==> config.mk <==
export PLATFORM = sky130hd
export DESIGN_NAME = mac_acc_array
export DESIGN_NICKNAME = d
export VERILOG_FILES = /design/src/rtl/mac_acc_array.sv
export SDC_FILE = /design/constraint.sdc
export NUM_CORES = 1
export LEC_CHECK = 0
export CAP_MARGIN = 25
export CELL_PAD_IN_SITES_DETAIL_PLACEMENT = 1
export CELL_PAD_IN_SITES_GLOBAL_PLACEMENT = 1
export CORE_UTILIZATION = 39
export CTS_CLUSTER_DIAMETER = 60
export DETAILED_ROUTE_END_ITERATION = 6
export PLACE_DENSITY = 0.9
export SETUP_SLACK_MARGIN = 0.1
export SYNTH_ARGS = -nofsm -noshare
export SYNTH_HDL_FRONTEND = slang
export SYNTH_SLANG_ARGS = --single-unit
==> constraint.sdc <==
create_clock -name clk -period 5.7 [get_ports clk]
set_clock_uncertainty 0.05 [all_clocks]
set_input_delay 0.855 -clock clk [delete_from_list [all_inputs] [get_ports clk]]
set_output_delay 0.855 -clock clk [all_outputs]
set_load 0.02 [all_outputs]
==> src/rtl/mac_acc_array.sv <==
// Multi-lane signed multiply-free accumulator array with batch control.
// Each lane sums a batch of beats, optionally saturating on overflow.
module mac_acc_array #(
   parameter int DATA_WIDTH = 32,
   parameter int ACC_WIDTH  = 40,
   parameter int COUNT      = 8,
   parameter int TERMS_W    = 16,
   parameter int SATURATE   = 1
) (
   input  logic                        clk,
   input  logic                        rst,
   input  logic                        start,
   input  logic [TERMS_W-1:0]          num_terms,
   input  logic                        in_valid,
   output logic                        in_ready,
   input  logic [DATA_WIDTH*COUNT-1:0] A_in,
   output logic                        out_valid,
   input  logic                        out_ready,
   output logic [ACC_WIDTH*COUNT-1:0]  A_out,
   output logic [COUNT-1:0]            overflow,
   output logic                        busy
);

   typedef enum logic [1:0] {
      IDLE,
      ACCUM,
      HOLD
   } state_e;

   localparam logic [ACC_WIDTH-1:0] MAX_V =
      {1'b0, {(ACC_WIDTH-1){1'b1}}};
   localparam logic [ACC_WIDTH-1:0] MIN_V =
      {1'b1, {(ACC_WIDTH-1){1'b0}}};

   state_e state_q, state_d;

   logic [COUNT-1:0][ACC_WIDTH-1:0]  acc_q, acc_d;
   logic [COUNT-1:0]                 ovf_q, ovf_d;
   logic [TERMS_W-1:0]               cnt_q, cnt_d;
   logic [TERMS_W-1:0]               terms_q, terms_d;
   logic [TERMS_W-1:0]               cnt_inc;

   logic [COUNT-1:0][DATA_WIDTH-1:0] a_lanes;
   logic [COUNT-1:0][ACC_WIDTH:0]    sum;
   logic [COUNT-1:0][ACC_WIDTH-1:0]  lane_nxt;
   logic [COUNT-1:0]                 lane_ovf;

   assign a_lanes = A_in;
   assign cnt_inc = cnt_q + TERMS_W'(1);

   // One guard bit: the top two bits of the sum disagree exactly on overflow.
   always_comb begin : lane_math
      sum      = '0;
      lane_nxt = '0;
      lane_ovf = '0;
      for (int i = 0; i < COUNT; i++) begin
         sum[i] = {acc_q[i][ACC_WIDTH-1], acc_q[i]}
                + {{(ACC_WIDTH+1-DATA_WIDTH){a_lanes[i][DATA_WIDTH-1]}},
                   a_lanes[i]};
         lane_ovf[i] = sum[i][ACC_WIDTH] ^ sum[i][ACC_WIDTH-1];
         if (lane_ovf[i] && (SATURATE != 0)) begin
            lane_nxt[i] = sum[i][ACC_WIDTH] ? MIN_V : MAX_V;
         end else begin
            lane_nxt[i] = sum[i][ACC_WIDTH-1:0];
         end
      end
   end

   always_comb begin : fsm_next
      state_d = state_q;
      acc_d   = acc_q;
      ovf_d   = ovf_q;
      cnt_d   = cnt_q;
      terms_d = terms_q;
      unique case (state_q)
         IDLE: begin
            if (start) begin
               acc_d   = '0;
               ovf_d   = '0;
               cnt_d   = '0;
               terms_d = num_terms;
               state_d = (num_terms == '0) ? HOLD : ACCUM;
            end
         end
         ACCUM: begin
            if (in_valid) begin
               acc_d = lane_nxt;
               ovf_d = ovf_q | lane_ovf;
               cnt_d = cnt_inc;
               if (cnt_inc == terms_q) begin
                  state_d = HOLD;
               end
            end
         end
         HOLD: begin
            if (out_ready) begin
               state_d = IDLE;
            end
         end
         default: state_d = IDLE;
      endcase
   end

   always_ff @(posedge clk) begin
      if (rst) begin
         state_q <= IDLE;
         acc_q   <= '0;
         ovf_q   <= '0;
         cnt_q   <= '0;
         terms_q <= '0;
      end else begin
         state_q <= state_d;
         acc_q   <= acc_d;
         ovf_q   <= ovf_d;
         cnt_q   <= cnt_d;
         terms_q <= terms_d;
      end
   end

   assign in_ready  = (state_q == ACCUM);
   assign out_valid = (state_q == HOLD);
   assign busy      = (state_q != IDLE);
   assign A_out     = acc_q;
   assign overflow  = ovf_q;

endmodule

==> results.tsv <==
stage	metric	value	unit
clock_tree	root buf cell	clkbuf_16	
place	placed inst area	37700	um^2
yosys	Synthesized Nets	4661	
clock_tree	Worst-Skew Late Latency	0.61	ns
drt	Total Routed Length	125	mm
worst_setup_path	CP arrival	5.70	ns
grt	total congestion overflow	0	
cells_and_area	ratio of cells with drive above 1 in the final layout	5.01	%
timing	maximum clock rate	191	MHz
cells_and_area	commonest non-fill, non-tap cell in the layout	clkdlybuf4s50_1	
cells_and_area	cell area after layout	39600	um^2
power_and_ir_drop	peak supply drop	210	uV
yosys	Yosys reg bits	362	
floorplanning	height of the chip	282	um
yosys	Gate Count Post-Synth	4041	
yosys	Synth warnings	0	
clock_tree	Post-CTS Setup Inserts	0	
timing	setup violation total in the final timing report	0	
place	hpwl dp	92.7	mm
worst_hold_path	hold wc startpoint	terms_q[6]	
yosys	FFs w/ async S/R, synth	0	%
yosys	Top FF cell, synth	dfxtp_1	
drt	antenna viol nets, final	0	
worst_setup_path	Worst Reg2Reg Path Length in Cells	16	
yosys	Post-synth EDFFs	0	
timing	Final Cycle Share	92.1	%
clock_tree	PostCTS Resize Cnt	0	
timing	final worst path period need	5.25	ns
yosys	register area share after synthesis	23.7	%
cells_and_area	Finished Layout Cells	5666	
run_status	status	completed	
floorplanning	full die area	79400	um^2
clock_tree	Num Clock Sinks	362	
drt	Vias/cell	5.95	
drt	# DRC	0	
clock_tree	H-tree lvl count	2	
cells_and_area	area growth from synthesis to layout	29.8	%
timing	unrepaired setup endpoints after global routing	no	
worst_setup_path	flop2flop setup slack	0.80	ns
worst_setup_path	Crit Path Class	input pin to flip-flop	
place	port bufs	607	
drt	detailed-route via count	33733	
worst_setup_path	CP Max Fanout	43	
grt	first-pass GRT wire length	193	mm
flow_run	number of max-cap violations	0	
cells_and_area	fin util	51.2	%
clock_tree	hold buffers post-CTS	0	
cells_and_area	commonest cells after routing, fill and taps aside	clkdlybuf4s50_1, a21oi_1, nand2_1, o21ai_0, dfxtp_1	
timing	final setup TNS	0	ns
floorplanning	starting density of the core	39.4	%
worst_hold_path	Worst Hold Path EP	terms_q[6]	
drt	initial detailed-routing violation count	1896	
place	GPL Wtd Cong	0.941	
timing	Max Slew Vio Count	0	
yosys	Cell variety after synth	93	
floorplanning	num rows	102	
place	Cells after DPL	5553	
timing	Least-Margin Pin Slew	0.973	ns
grt	vias in the first global route	35021	
floorplanning	I/O pins	608	
clock_tree	Clk pin slew, worst setup/hold paths	0.06	ns
worst_setup_path	critical path required time	6.15	ns
worst_setup_path	Worst Setup End Kind	flip-flop	
power_and_ir_drop	PD cells	265	nW/um^2
clock_tree	clock tree buffer depth	3	
drt	drt first pass iters	5	
clock_tree	CTS tree	yes	
timing	Slew HR	35.1	%
worst_hold_path	worst hold path depth	2	
drt	WL/cell	22.0	um
timing	Final Hold Fails	0	
worst_setup_path	Worst R2R Start	A_out[81]	
yosys	mapped cell area	30500	um^2
floorplanning	Die X	282	um
power_and_ir_drop	Leak	0.0170	uW
clock_tree	Num CTS Buffers	53	
cells_and_area	nets	5188	
floorplanning	Core Area	77500	um^2
grt	Total Routing Usage GR	30.0	%
grt	largest net degree at the start of global routing	78	
yosys	Syn Area/Cell	7.56	um^2
grt	initial antenna violation count	19	
worst_setup_path	reg2reg end	A_out[117]	
worst_setup_path	launch point of the critical path	A_in[65]	
worst_hold_path	min-delay worst type	flip-flop to flip-flop	
worst_setup_path	CP Launch Type	input pin	
## routing by layer
metal	GRT usage (%)	vias to the layer above	share of wire, %
met2	52.1	1035	49
met3	5.12	296	5.9
met5	0	-	0.037
met1	35.6	16524	41
li1	-	15872	-
met4	14.1	6	4.5
## registers in the layout (all words and copies together) (netlist names)
register and cells:
A_out 320, cnt_q 16, overflow 8, state_q 2, terms_q 16
## kinds of logic after synthesis
group | count (synthesis) | synth area share (%)
DFF | 362 | 23.7
and+or+nand+nor | 1174 | 17.4
AOI/OAI and AO/OA | 1598 | 32.6
buffers and inverters | 261 | 3.35
muxes | 6 | 0.201
adders and majority gates | 343 | 14.3
xor gates and xnor gates | 297 | 8.52
## worst max-delay path: stages
cell	delay (ns)
clkdlybuf4s50_1	0.47
ha_1	0.31
a21o_1	0.18
a21oi_1	0.27
o21ai_0	0.18
nand4_1	0.21
nand4_1	0.17
a31oi_1	0.31
o21ai_1	0.27
a211o_1	0.35
a211oi_1	0.43
xnor2_1	0.17
ha_1	0.29
buf_4	0.30
a2111oi_0	0.60
mux2_2	0.27
nor2_1	0.04
## layout make-up
| class | instances | area (um^2) |
|---|---|---|
| Fill cell | 9435 | 37800 |
| Inverter | 80 | 300 |
| Tap cell | 1040 | 1300 |
| Timing Repair Buffer | 653 | 6530 |
| Clock buffer | 67 | 1490 |
| Clock inverter | 29 | 392 |
| Antenna cell | 17 | 42.5 |
| Multi-Input combinational cell | 3418 | 22300 |
| Sequential cell | 362 | 7250 |
## Yosys cell counts (all sizes together) (15+ instances only)
cell type,instances,share of area (%)
a2111oi,15,0.46
nor2b,29,0.59
and2,28,0.57
a211oi,48,1.3
a22oi,36,0.89
clkbuf,164,2.0
o31ai,25,0.63
ha,335,14
a21o,203,5.0
o21bai,42,1.0
nand3,58,0.95
and3,52,1.1
nor2,296,3.7
o211ai,24,0.59
xnor2,180,5.2
a31oi,45,0.94
a21oi,549,9.1
dfxtp,362,24
nand2,504,6.2
o21ai,422,7.3
buf,17,0.35
xor2,117,3.4
nand4,40,0.82
or2,15,0.31
o21a,44,1.1
nor3,56,0.92
nor4,18,0.39
inv,80,0.98
nand2b,26,0.53
## worst max-delay path by stage
stage | to | slack [ns]
global placement | A_out[117] | 0.30
floorplan | A_out[105] | 1.00
global route | A_out[25] | 0.15
detailed placement | A_out[35] | 0.03
finish | A_out[117] | 0.45
CTS | A_out[149] | 0.61
## report_power, final
group / internal (uW) / switching (uW)
sequential: 2730 / 203
combinational: 1600 / 2360
clock: 2220 / 1390
## through the flow
stage,power (uW),worst slack (ns),hold WS [ns]
after floorplan,5400,1.00,0.398
after global placement,6700,0.300,0.395
after detailed placement,6840,0.0301,0.410
after CTS,10500,0.614,0.423
after global routing,11000,0.150,0.436
final,10500,0.452,0.421
(Power assumes the default switching activity.)
